File: src/rtl/keypad_pkg.sv
// Shared types, constants and the 4x4 key map for the matrix keypad scanner.
package keypad_pkg;

  localparam int unsigned CODE_W = 4;
  localparam int unsigned CNT_W  = 4;

  localparam logic [CODE_W-1:0] KEY_CLEAR = 4'hE;
  localparam logic [CODE_W-1:0] KEY_ENTER = 4'hF;

  typedef enum logic [1:0] {
    ST_IDLE,
    ST_DEBOUNCE,
    ST_PRESSED,
    ST_RELEASE
  } kp_state_e;

  typedef enum logic [1:0] {
    SCAN_NONE,
    SCAN_SINGLE,
    SCAN_MULTI
  } scan_res_e;

  // Row r, column c -> key code; '*' maps to E and '#' to F.
  function automatic logic [CODE_W-1:0] key_map(input logic [1:0] r, input logic [1:0] c);
    logic [CODE_W-1:0] code;
    code = '0;
    case ({r, c})
      4'h0: code = 4'h1;
      4'h1: code = 4'h2;
      4'h2: code = 4'h3;
      4'h3: code = 4'hA;
      4'h4: code = 4'h4;
      4'h5: code = 4'h5;
      4'h6: code = 4'h6;
      4'h7: code = 4'hB;
      4'h8: code = 4'h7;
      4'h9: code = 4'h8;
      4'hA: code = 4'h9;
      4'hB: code = 4'hC;
      4'hC: code = KEY_CLEAR;
      4'hD: code = 4'h0;
      4'hE: code = KEY_ENTER;
      default: code = 4'hD;
    endcase
    return code;
  endfunction

endpackage

File: src/rtl/keypad_debounce.sv
// Press/release qualification FSM; evaluated once per full keypad scan.
module keypad_debounce
  import keypad_pkg::*;
#(
  parameter int unsigned DEBOUNCE_SCANS = 4
) (
  input  logic        clk,
  input  logic        rst_n,
  input  logic        scan_end,
  input  logic [1:0]  res,
  input  logic [3:0]  code,
  output logic [3:0]  key_code,
  output logic        key_valid,
  output logic        key_held,
  output logic        accept_c,
  output logic [3:0]  accept_code_c
);

  kp_state_e        state_q, state_d;
  scan_res_e        res_e;
  logic [CODE_W-1:0] cand_q, cand_d;
  logic [CNT_W-1:0]  cnt_q, cnt_d;
  logic [CODE_W-1:0] key_code_q;
  logic              key_valid_q, key_held_q;

  assign res_e = scan_res_e'(res);

  always_ff @(posedge clk or negedge rst_n) begin
    if (!rst_n) begin
      state_q     <= ST_IDLE;
      cand_q      <= '0;
      cnt_q       <= '0;
      key_code_q  <= '0;
      key_valid_q <= 1'b0;
      key_held_q  <= 1'b0;
    end else begin
      state_q     <= state_d;
      cand_q      <= cand_d;
      cnt_q       <= cnt_d;
      key_valid_q <= accept_c;
      key_held_q  <= (state_d == ST_PRESSED) || (state_d == ST_RELEASE);
      if (accept_c) key_code_q <= cand_q;
    end
  end

  always_comb begin
    state_d  = state_q;
    cand_d   = cand_q;
    cnt_d    = cnt_q;
    accept_c = 1'b0;
    if (scan_end) begin
      case (state_q)
        ST_IDLE: begin
          if (res_e == SCAN_SINGLE) begin
            state_d = ST_DEBOUNCE;
            cand_d  = code;
            cnt_d   = CNT_W'(1);
          end
        end
        ST_DEBOUNCE: begin
          if ((res_e == SCAN_SINGLE) && (code == cand_q)) begin
            cnt_d = cnt_q + CNT_W'(1);
            if (cnt_d == CNT_W'(DEBOUNCE_SCANS)) begin
              state_d  = ST_PRESSED;
              accept_c = 1'b1;
            end
          end else begin
            state_d = ST_IDLE;
            cnt_d   = '0;
          end
        end
        ST_PRESSED: begin
          // No auto-repeat: only a clean NONE scan starts release qualification.
          if (res_e == SCAN_NONE) begin
            state_d = ST_RELEASE;
            cnt_d   = CNT_W'(1);
          end
        end
        ST_RELEASE: begin
          if (res_e == SCAN_NONE) begin
            cnt_d = cnt_q + CNT_W'(1);
            if (cnt_d == CNT_W'(DEBOUNCE_SCANS)) state_d = ST_IDLE;
          end else begin
            state_d = ST_PRESSED;
            cnt_d   = '0;
          end
        end
        default: state_d = ST_IDLE;
      endcase
    end
  end

  assign key_code      = key_code_q;
  assign key_valid     = key_valid_q;
  assign key_held      = key_held_q;
  assign accept_code_c = cand_q;

endmodule

File: src/rtl/keypad_scan.sv
// 4x4 active-low keypad scanner: row sync, column walk, scan classification,
// debounce and a two-digit entry register.
module keypad_scan
  import keypad_pkg::*;
#(
  parameter int unsigned SCAN_DIV       = 250,
  parameter int unsigned DEBOUNCE_SCANS = 4
) (
  input  logic       clk,
  input  logic       rst_n,
  input  logic [3:0] row,
  output logic [3:0] col,
  output logic [3:0] key_code,
  output logic       key_valid,
  output logic       key_held,
  output logic [3:0] digit_hi,
  output logic [3:0] digit_lo
);

  localparam int unsigned DIV_W = $clog2(SCAN_DIV);

  logic [3:0]        row_s1, row_s2;
  logic [DIV_W-1:0]  div_q;
  logic [1:0]        idx_q;
  logic [3:0]        col_q;
  logic              sample_c, scan_end_c;
  logic [1:0]        hits_q, hits_c;
  logic [CODE_W-1:0] acc_code_q, code_c;
  scan_res_e         res_c;
  logic              accept_c;
  logic [3:0]        accept_code_c;
  logic [3:0]        digit_hi_q, digit_lo_q;

  always_ff @(posedge clk or negedge rst_n) begin
    if (!rst_n) begin
      row_s1 <= '1;
      row_s2 <= '1;
    end else begin
      row_s1 <= row;
      row_s2 <= row_s1;
    end
  end

  assign sample_c   = (div_q == DIV_W'(SCAN_DIV - 1));
  assign scan_end_c = sample_c && (idx_q == 2'd3);

  always_ff @(posedge clk or negedge rst_n) begin
    if (!rst_n) begin
      div_q <= '0;
      idx_q <= '0;
      col_q <= 4'b1110;
    end else if (sample_c) begin
      div_q <= '0;
      idx_q <= idx_q + 2'd1;
      col_q <= {col_q[2:0], col_q[3]};
    end else begin
      div_q <= div_q + DIV_W'(1);
    end
  end

  // Merge this column's sample into the running scan; hits saturates at 2 = MULTI.
  always_comb begin
    hits_c = hits_q;
    code_c = acc_code_q;
    for (int r = 0; r < 4; r++) begin
      if (!row_s2[r]) begin
        if (hits_c != 2'd2) hits_c = hits_c + 2'd1;
        code_c = key_map(2'(r), idx_q);
      end
    end
    case (hits_c)
      2'd0:    res_c = SCAN_NONE;
      2'd1:    res_c = SCAN_SINGLE;
      default: res_c = SCAN_MULTI;
    endcase
  end

  always_ff @(posedge clk or negedge rst_n) begin
    if (!rst_n) begin
      hits_q     <= '0;
      acc_code_q <= '0;
    end else if (scan_end_c) begin
      hits_q     <= '0;
      acc_code_q <= '0;
    end else if (sample_c) begin
      hits_q     <= hits_c;
      acc_code_q <= code_c;
    end
  end

  keypad_debounce #(
    .DEBOUNCE_SCANS(DEBOUNCE_SCANS)
  ) u_debounce (
    .clk          (clk),
    .rst_n        (rst_n),
    .scan_end     (scan_end_c),
    .res          (res_c),
    .code         (code_c),
    .key_code     (key_code),
    .key_valid    (key_valid),
    .key_held     (key_held),
    .accept_c     (accept_c),
    .accept_code_c(accept_code_c)
  );

  // Decimal keys shift in from the right; clear zeroes both; letters leave digits alone.
  always_ff @(posedge clk or negedge rst_n) begin
    if (!rst_n) begin
      digit_hi_q <= '0;
      digit_lo_q <= '0;
    end else if (accept_c) begin
      if (accept_code_c <= 4'd9) begin
        digit_hi_q <= digit_lo_q;
        digit_lo_q <= accept_code_c;
      end else if (accept_code_c == KEY_CLEAR) begin
        digit_hi_q <= '0;
        digit_lo_q <= '0;
      end
    end
  end

  assign col      = col_q;
  assign digit_hi = digit_hi_q;
  assign digit_lo = digit_lo_q;

endmodule

File: config.mk
export PLATFORM = sky130hd
export DESIGN_NAME = keypad_scan
export DESIGN_NICKNAME = d
export VERILOG_FILES = /design/src/rtl/keypad_pkg.sv /design/src/rtl/keypad_debounce.sv /design/src/rtl/keypad_scan.sv
export SDC_FILE = /design/constraint.sdc
export NUM_CORES = 1
export LEC_CHECK = 0
export CORE_MARGIN = 2
export CORE_UTILIZATION = 62
export CTS_CLUSTER_SIZE = 12
export DETAILED_ROUTE_END_ITERATION = 16
export MAX_ROUTING_LAYER = met4
export PLACE_DENSITY = 0.85
export REMOVE_ABC_BUFFERS = 1
export SETUP_SLACK_MARGIN = 0.3
export SYNTH_ARGS = -nofsm -noshare
export SYNTH_HDL_FRONTEND = slang
export SYNTH_SLANG_ARGS = --single-unit
File: constraint.sdc
create_clock -name clk -period 5.05 [get_ports clk]
set_clock_uncertainty 0.1 [all_clocks]
set_input_delay 1.01 -clock clk [delete_from_list [all_inputs] [get_ports clk]]
set_output_delay 1.01 -clock clk [all_outputs]
set_load 0.02 [all_outputs]
Word level (Yosys, flattened, before mapping)
Cells that the tools add are included.
{"block": "totals", "reg_bits": 52, "elab_cells": 97}
{"block": "classes", "add_sub_neg": 7, "n_lt_le_gt_ge": 1, "eq_ne": 20, "mux": 42, "reduce_logical": 12}
{"op": "4-bit one-hot mux with 4 select lines", "n": 4}
{"op": "4-bit two-way mux", "n": 13}
{"op": "2-bit two-way mux", "n": 17}
{"op": "2-bit == test (second input constant)", "n": 6}
{"op": "4-bit one-hot mux with 3 select lines", "n": 1}
{"op": "2-bit by 1-bit adder with 2-bit output (second input constant)", "n": 5}
{"op": "8-bit by 1-bit adder with 8-bit output (second input constant)", "n": 1}
{"op": "2-bit by 1-bit == test with 1-bit output (second input constant)", "n": 4}
{"op": "8-bit == test (second input constant)", "n": 1}
{"op": "2-bit zero test", "n": 4}
{"op": "8-bit two-way mux", "n": 1}
{"op": "2-bit inequality test (second input constant)", "n": 4}
{"op": "2-bit one-hot mux with 4 select lines", "n": 1}
{"op": "3-bit AND reduction", "n": 2}
{"op": "4-bit by 1-bit adder with 4-bit output (second input constant)", "n": 1}
{"op": "4-bit by 3-bit == test with 1-bit output (second input constant)", "n": 1}
{"op": "4-bit == test", "n": 1}
{"op": "4-bit == test (second input constant)", "n": 1}
{"op": "4-bit <= comparator (second input constant)", "n": 1}
{"op": "1-bit two-way mux", "n": 4}
{"op": "2-bit by 1-bit inequality test with 1-bit output (second input constant)", "n": 2}
{"op": "2-bit one-hot mux with 2 select lines", "n": 1}
{"op": "2-bit nonzero test", "n": 2}
{"op": "1-bit logical AND", "n": 2}
{"op": "other kinds (2)", "n": 2}

Logic depth before layout (Yosys ltp)
{"block": "logic_depth", "ltp_word": 21, "mapped_depth": 16, "ltp_nobuf": 15}

Hierarchy
A second synthesis with hierarchy kept.
{"block": "hier_totals", "cells_unflattened": 263, "hier_area_um2": 2747.6}
{"module": "keypad_scan", "instances": 1, "cells_per_inst": 180, "area_per_inst_um2": 1818.0, "seq_area_each_um2": 914.6}
{"module": "keypad_debounce", "instances": 1, "cells_per_inst": 83, "area_per_inst_um2": 929.6, "seq_area_each_um2": 400.4}

Worst setup path before layout
No wires, ideal clock.
{"block": "synth_timing", "kind": "reg-to-reg", "start": "reg hits_q[0]", "end": "reg u_debounce.key_code_q[0], in the netlist u_debounce.key_code[0]", "arrival_time_ns": 3.230, "setup_slack_ns": 1.595, "stages_incl_launch_ff": 16, "n_path_buf": 1, "path_cell_list": "dfrtp_1 > inv_1 > ha_1 > nor2b_1 > a21oi_1 > nand2_1 > mux2_2 > o22ai_1 > a21oi_1 > ha_1 > nor2b_1 > a41o_1 > or3_1 > nor3_4 > buf_6 > mux2_2"}
{"block": "synth_via", "elab_chain_len": 19, "word_cells_on_any_way": 24}
{"element": "start: declaration", "line": "keypad_scan.sv:27", "text": "logic [1:0] hits_q, hits_c;"}
{"element": "start signal: assignment", "line": "keypad_scan.sv:86", "text": "hits_q <= hits_c;"}
{"element": "2-bit by 1-bit adder with 2-bit output / 2-bit inequality test (equally long branches)", "line": "keypad_scan.sv:67", "text": "if (hits_c != 2'd2) hits_c = hits_c + 2'd1;"}
{"element": "2-bit two-way mux", "line": "keypad_scan.sv:67"}
{"element": "2-bit two-way mux *", "line": "keypad_scan.sv:66", "text": "if (!row_s2[r]) begin"}
{"element": "2-bit by 1-bit adder with 2-bit output / 2-bit inequality test (equally long branches)", "line": "keypad_scan.sv:67"}
{"element": "2-bit two-way mux", "line": "keypad_scan.sv:67"}
{"element": "2-bit two-way mux *", "line": "keypad_scan.sv:66"}
{"element": "2-bit by 1-bit adder with 2-bit output / 2-bit inequality test (equally long branches)", "line": "keypad_scan.sv:67"}
{"element": "2-bit two-way mux", "line": "keypad_scan.sv:67"}
{"element": "(+4 left out)"}
{"element": "2-bit by 1-bit == test with 1-bit output / 2-bit zero test (equally long branches)", "line": "keypad_scan.sv:71", "text": "case (hits_c)"}
{"element": "2-bit one-hot mux with 2 select lines *", "line": "keypad_scan.sv:71"}
{"element": "2-bit by 1-bit == test with 1-bit output *", "line": "keypad_debounce.sv:61", "text": "if ((res_e == SCAN_SINGLE) && (code == cand_q)) begin"}
{"element": "1-bit logical AND *", "line": "keypad_debounce.sv:61"}
{"element": "1-bit two-way mux *", "line": "keypad_debounce.sv:61"}
{"element": "1-bit two-way mux *", "line": "keypad_debounce.sv:52", "text": "case (state_q)"}
{"element": "1-bit two-way mux *", "line": "keypad_debounce.sv:51", "text": "if (scan_end) begin"}
{"element": "net accept_c", "line": "keypad_scan.sv:30", "text": "logic accept_c;"}
{"element": "end signal: assignment", "line": "keypad_debounce.sv:42", "text": "if (accept_c) key_code_q <= cand_q;"}
{"element": "end: declaration", "line": "keypad_debounce.sv:23", "text": "logic [CODE_W-1:0] key_code_q;"}
Mark *: on every way through the listed nets, which the timed path passes. The rest lies on a longest branch.
A chain may end at the register's enable or synchronous reset.

Worst setup path in the final report
{"block": "layout_timing", "start": "reg hits_q[0]", "end": "reg digit_lo_q[0], in the netlist digit_lo[0]"}
{"block": "layout_via", "elab_chain_len": 20, "word_cells_on_any_way": 25}
{"element": "2-bit by 1-bit adder with 2-bit output / 2-bit inequality test (equally long branches)", "line": "keypad_scan.sv:67"}
{"element": "2-bit two-way mux", "line": "keypad_scan.sv:67"}
{"element": "2-bit two-way mux *", "line": "keypad_scan.sv:66"}
{"element": "2-bit by 1-bit adder with 2-bit output / 2-bit inequality test (equally long branches)", "line": "keypad_scan.sv:67"}
{"element": "2-bit two-way mux", "line": "keypad_scan.sv:67"}
{"element": "2-bit two-way mux *", "line": "keypad_scan.sv:66"}
{"element": "2-bit by 1-bit adder with 2-bit output / 2-bit inequality test (equally long branches)", "line": "keypad_scan.sv:67"}
{"element": "2-bit two-way mux", "line": "keypad_scan.sv:67"}
{"element": "(+4 left out)"}
{"element": "2-bit by 1-bit == test with 1-bit output / 2-bit zero test (equally long branches)", "line": "keypad_scan.sv:71"}
{"element": "2-bit one-hot mux with 2 select lines *", "line": "keypad_scan.sv:71"}
{"element": "2-bit by 1-bit == test with 1-bit output *", "line": "keypad_debounce.sv:61"}
{"element": "1-bit logical AND *", "line": "keypad_debounce.sv:61"}
{"element": "1-bit two-way mux *", "line": "keypad_debounce.sv:61"}
{"element": "1-bit two-way mux *", "line": "keypad_debounce.sv:52"}
{"element": "1-bit two-way mux *", "line": "keypad_debounce.sv:51"}
{"element": "2-bit AND reduction (no line) *"}
{"element": "end signal: assignment", "line": "keypad_scan.sv:114", "text": "digit_lo_q <= accept_code_c;"}
{"element": "end: declaration", "line": "keypad_scan.sv:32", "text": "logic [3:0] digit_hi_q, digit_lo_q;"}
Mark *: on every way between the ends. The rest lies on a longest branch, timed or not.

==> summary.txt <==
Outcome
  – Status: finished clean

Critical path
  – Crit Path Class: reg -> reg
  – CP Cell Sequence: inv_1, ha_1, nor2b_1, a21oi_1, nand2_1, mux2_2, o22ai_1, a21oi_1, ha_1, nor2b_1, a41o_1, or3_1, nor3_4, and2_1, a2111oi_2
  – Critical path launch point type: flip-flop
  – Max FO, Critical Path: 12
  – Family with the most delay on the worst path: simple AND/OR/NAND/NOR gates
  – Crit path largest cell delay: around 460 ps
  – CP endpoint kind: flip-flop
  – Buf/Inv on CP: 1
  – Worst path slowest cell: or3_1
  – Crit path required time: ~5200 ps
  – WP data arrival: slightly above 4000 ps

Flow run
  – Number of max-cap violations: 0

Floorplanning
  – Rows: 24
  – Die height: between 70 and 80 um
  – Die Width: about 70 um
  – IO Count: 24
  – Die area: between 0.005 and 0.006 mm2
  – Core Box Area: ~0.0044 mm2
  – Initial Util: 0.651

Drt
  – Routed vias: around 2100
  – Initial drt markers: approximately 170
  – Routed Antenna Nets: 0
  – DRT Pass-1 Iters: 4
  – Post-Route WL: about 5.4 mm
  – Routed vias/inst: roughly 6.0
  – Post-route DRC: 0
  – Drt wl/cell: around 15 um

Pwr
  – Clock Power Share: 0.384
  – Leak: between 1 and 1.5 nW
  – Pwr/cell area: 242 mW/mm2
  – Sequential power share: 0.555
  – VDD IR-drop max: around 0.24 mV
  – Switching share of power: 0.238
  – Comb power frac: 0.061
  – Sw Pwr: ~0.18 mW
  – Int Power: 0.590 mW

STA
  – Peak Freq: ~250 MHz
  – Fin crit share: 0.792
  – Final hold viol count: 0
  – Slew @ Worst Pin: 639 ps
  – RSZ-0062 raised after global routing: false
  – Minimum clock period: between 3000 and 4000 ps
  – Final worst slack: around 1100 ps
  – Headroom to the max-slew limit: 0.574
  – Max-slew violation count: 0
  – Setup tns final: 0 ps
  – Final setup fails: 0

Place
  – Pre-CTS WS: around 1200 ps
  – Cell count after placement: approximately 350
  – Hpwl dp: between 3 and 4 mm
  – # port buffers: 23
  – GPL Wtd Cong: ~0.84

Synthesis
  – Seq/Total Area, Yosys: 0.458
  – Mean Syn Cell Area: roughly 10 um2
  – Asr flop ratio synth: 1.00
  – Post-synthesis mux area share: 0.0423
  – Number of flops mapped to enable cells by yosys: 0
  – Post-synthesis compound-gate area fraction: 0.180
  – Synthesis-stage register bit count: 52
  – Synth warnings: 0
  – Post-Synth XOR/XNOR Area: 0.0336
  – Synth Area in Simple Gates: 0.183
  – Netlist cell types: between 50 and 60
  – Cells after Synth: 283
  – Largest family of logic cells by synthesized area: simple AND/OR/NAND/NOR gates
  – Ys flop type: dfrtp_1
  – Synth Cell Area: around 0.0029 mm2
  – Adder-Cell Fraction of Synth Area: 0.0566

Clocking
  – Clk_lat worst skew: roughly 320 ps
  – Maximum clock path buffer count: 2
  – CTS sink cnt: 52
  – TritonCTS clock tree: built
  – Setup Buffers After CTS: 0
  – Max H-tree Level: 2
  – # resized after CTS: 0
  – Hold-fix buffer count after cts: 0
  – Reg clk slew, reported paths: around 100 ps
  – Root Buffer: clkbuf_8
  – Num CTS Buffers: 5

Layout
  – Final #Nets: ~320
  – Most common cell after layout, fill and taps aside: dfrtp_1
  – Share of layout cells above drive strength 1: 0.136
  – Area added between synthesis and finish: 11.7%
  – Antenna Cells: 0
  – Final non-filler cell total: 353
  – Commonest non-fill, non-tap cells in the layout: dfrtp_1, nand2_1, nor2_1, clkdlybuf4s50_1, o21ai_0

Global route
  – Total GRT Usage: 0.236
  – Total gr overflow: 0
  – Initial antenna violation count: 0
  – First-pass GRT wire length: 9.24 mm
  – Largest net degree at the start of global routing: 53
  – Vias in the first global route: 2031

Worst hold path
  – Hold Crit Class: reg -> reg
## cells by family after synthesis
family	Yosys count
DFF	52
and+or+nand+nor	96
xor gates and xnor gates	11
AOI/OAI and AO/OA	71
buffers and inverters	29
muxes	11
adders and majority gates	13
## metal layers
metal  global-route usage  vias to the layer above  part of all wire
met5                    -                        -                 0
met4               0.0943                        0             0.013
met3               0.0472                        7             0.041
met2                0.360                       53              0.48
met1                0.313                     1020              0.47
li1                     -                     1034                 -
## through the flow
stage          power (mW)   util  instance area, um2  hold WS [ps]
3_5_place_dp        0.484  0.700                3090           247
2_1_floorplan       0.465      -                2790           245
3_3_place_gp        0.483  0.700                3090           246
5_1_grt             0.801  0.726                3210           264
4_1_cts             0.779  0.726                3210           261
6_report            0.775  0.726                3210           259
## registers in the layout (all words and copies together), names as in the netlist
name / flops
u_debounce.state_q: 2
digit_lo: 4
hits_q: 2
div_q: 8
u_debounce.key_code: 4
u_debounce.key_held: 1
u_debounce.cnt_q: 4
u_debounce.key_valid: 1
idx_q: 2
row_s1: 4
acc_code_q: 4
digit_hi: 4
col: 4
row_s2: 4
u_debounce.accept_code_c: 4
## layout make-up
| class | count | area [um2] |
|---|---|---|
| fill | 298 | 1210 |
| clock inverter | 3 | 46.3 |
| sequential | 52 | 1320 |
| tap | 52 | 65.1 |
| inverter | 15 | 56.3 |
| multi-input combinational | 202 | 1420 |
| timing repair buffer | 24 | 233 |
| clock buffer | 5 | 68.8 |
## power groups by stage
stage | combinational (mW) | clock (mW) | sequential, mW
final | 0.0472 | 0.298 | 0.430
after global routing | 0.0533 | 0.317 | 0.430
after CTS | 0.0474 | 0.302 | 0.429
after detailed placement | 0.0471 | 0 | 0.437
after global placement | 0.0463 | 0 | 0.437
after floorplan | 0.0299 | 0 | 0.435
## worst paths after layout
path                       startpoint                           to  slack [ps]  cells after the start
setup / recovery            hits_q[0]                  digit_lo[0]        1050                     15
hold / removal              row_s1[1]                    row_s2[1]         260                      0
setup reg to reg            hits_q[0]                  digit_lo[0]        1050                     15
hold reg to reg             row_s1[1]                    row_s2[1]         260                      0
max in group asynchronous       rst_n  u_debounce.accept_code_c[0]        3730                      2
min in group asynchronous       rst_n                     div_q[5]         690                      2
## cell usage after synthesis, drive strengths merged (3+ instances only)
cell,count,share of area
a21oi,14,0.024
dfrtp,41,0.36
a21boi,3,0.0078
nand2b,4,0.0087
a2111oi,3,0.020
a22o,9,0.027
xor2,6,0.018
clkbuf,6,0.0078
mux2,9,0.035
inv,15,0.020
ha,13,0.057
nor3,3,0.0092
dfstp,11,0.10
nor2,22,0.029
buf,8,0.019
o21ai,18,0.033
nand2,29,0.038
xnor2,5,0.015
a21o,4,0.010
and2,4,0.0087
nor2b,7,0.015
nand4,3,0.012
nand3,11,0.019
(Power assumes the default switching activity.)
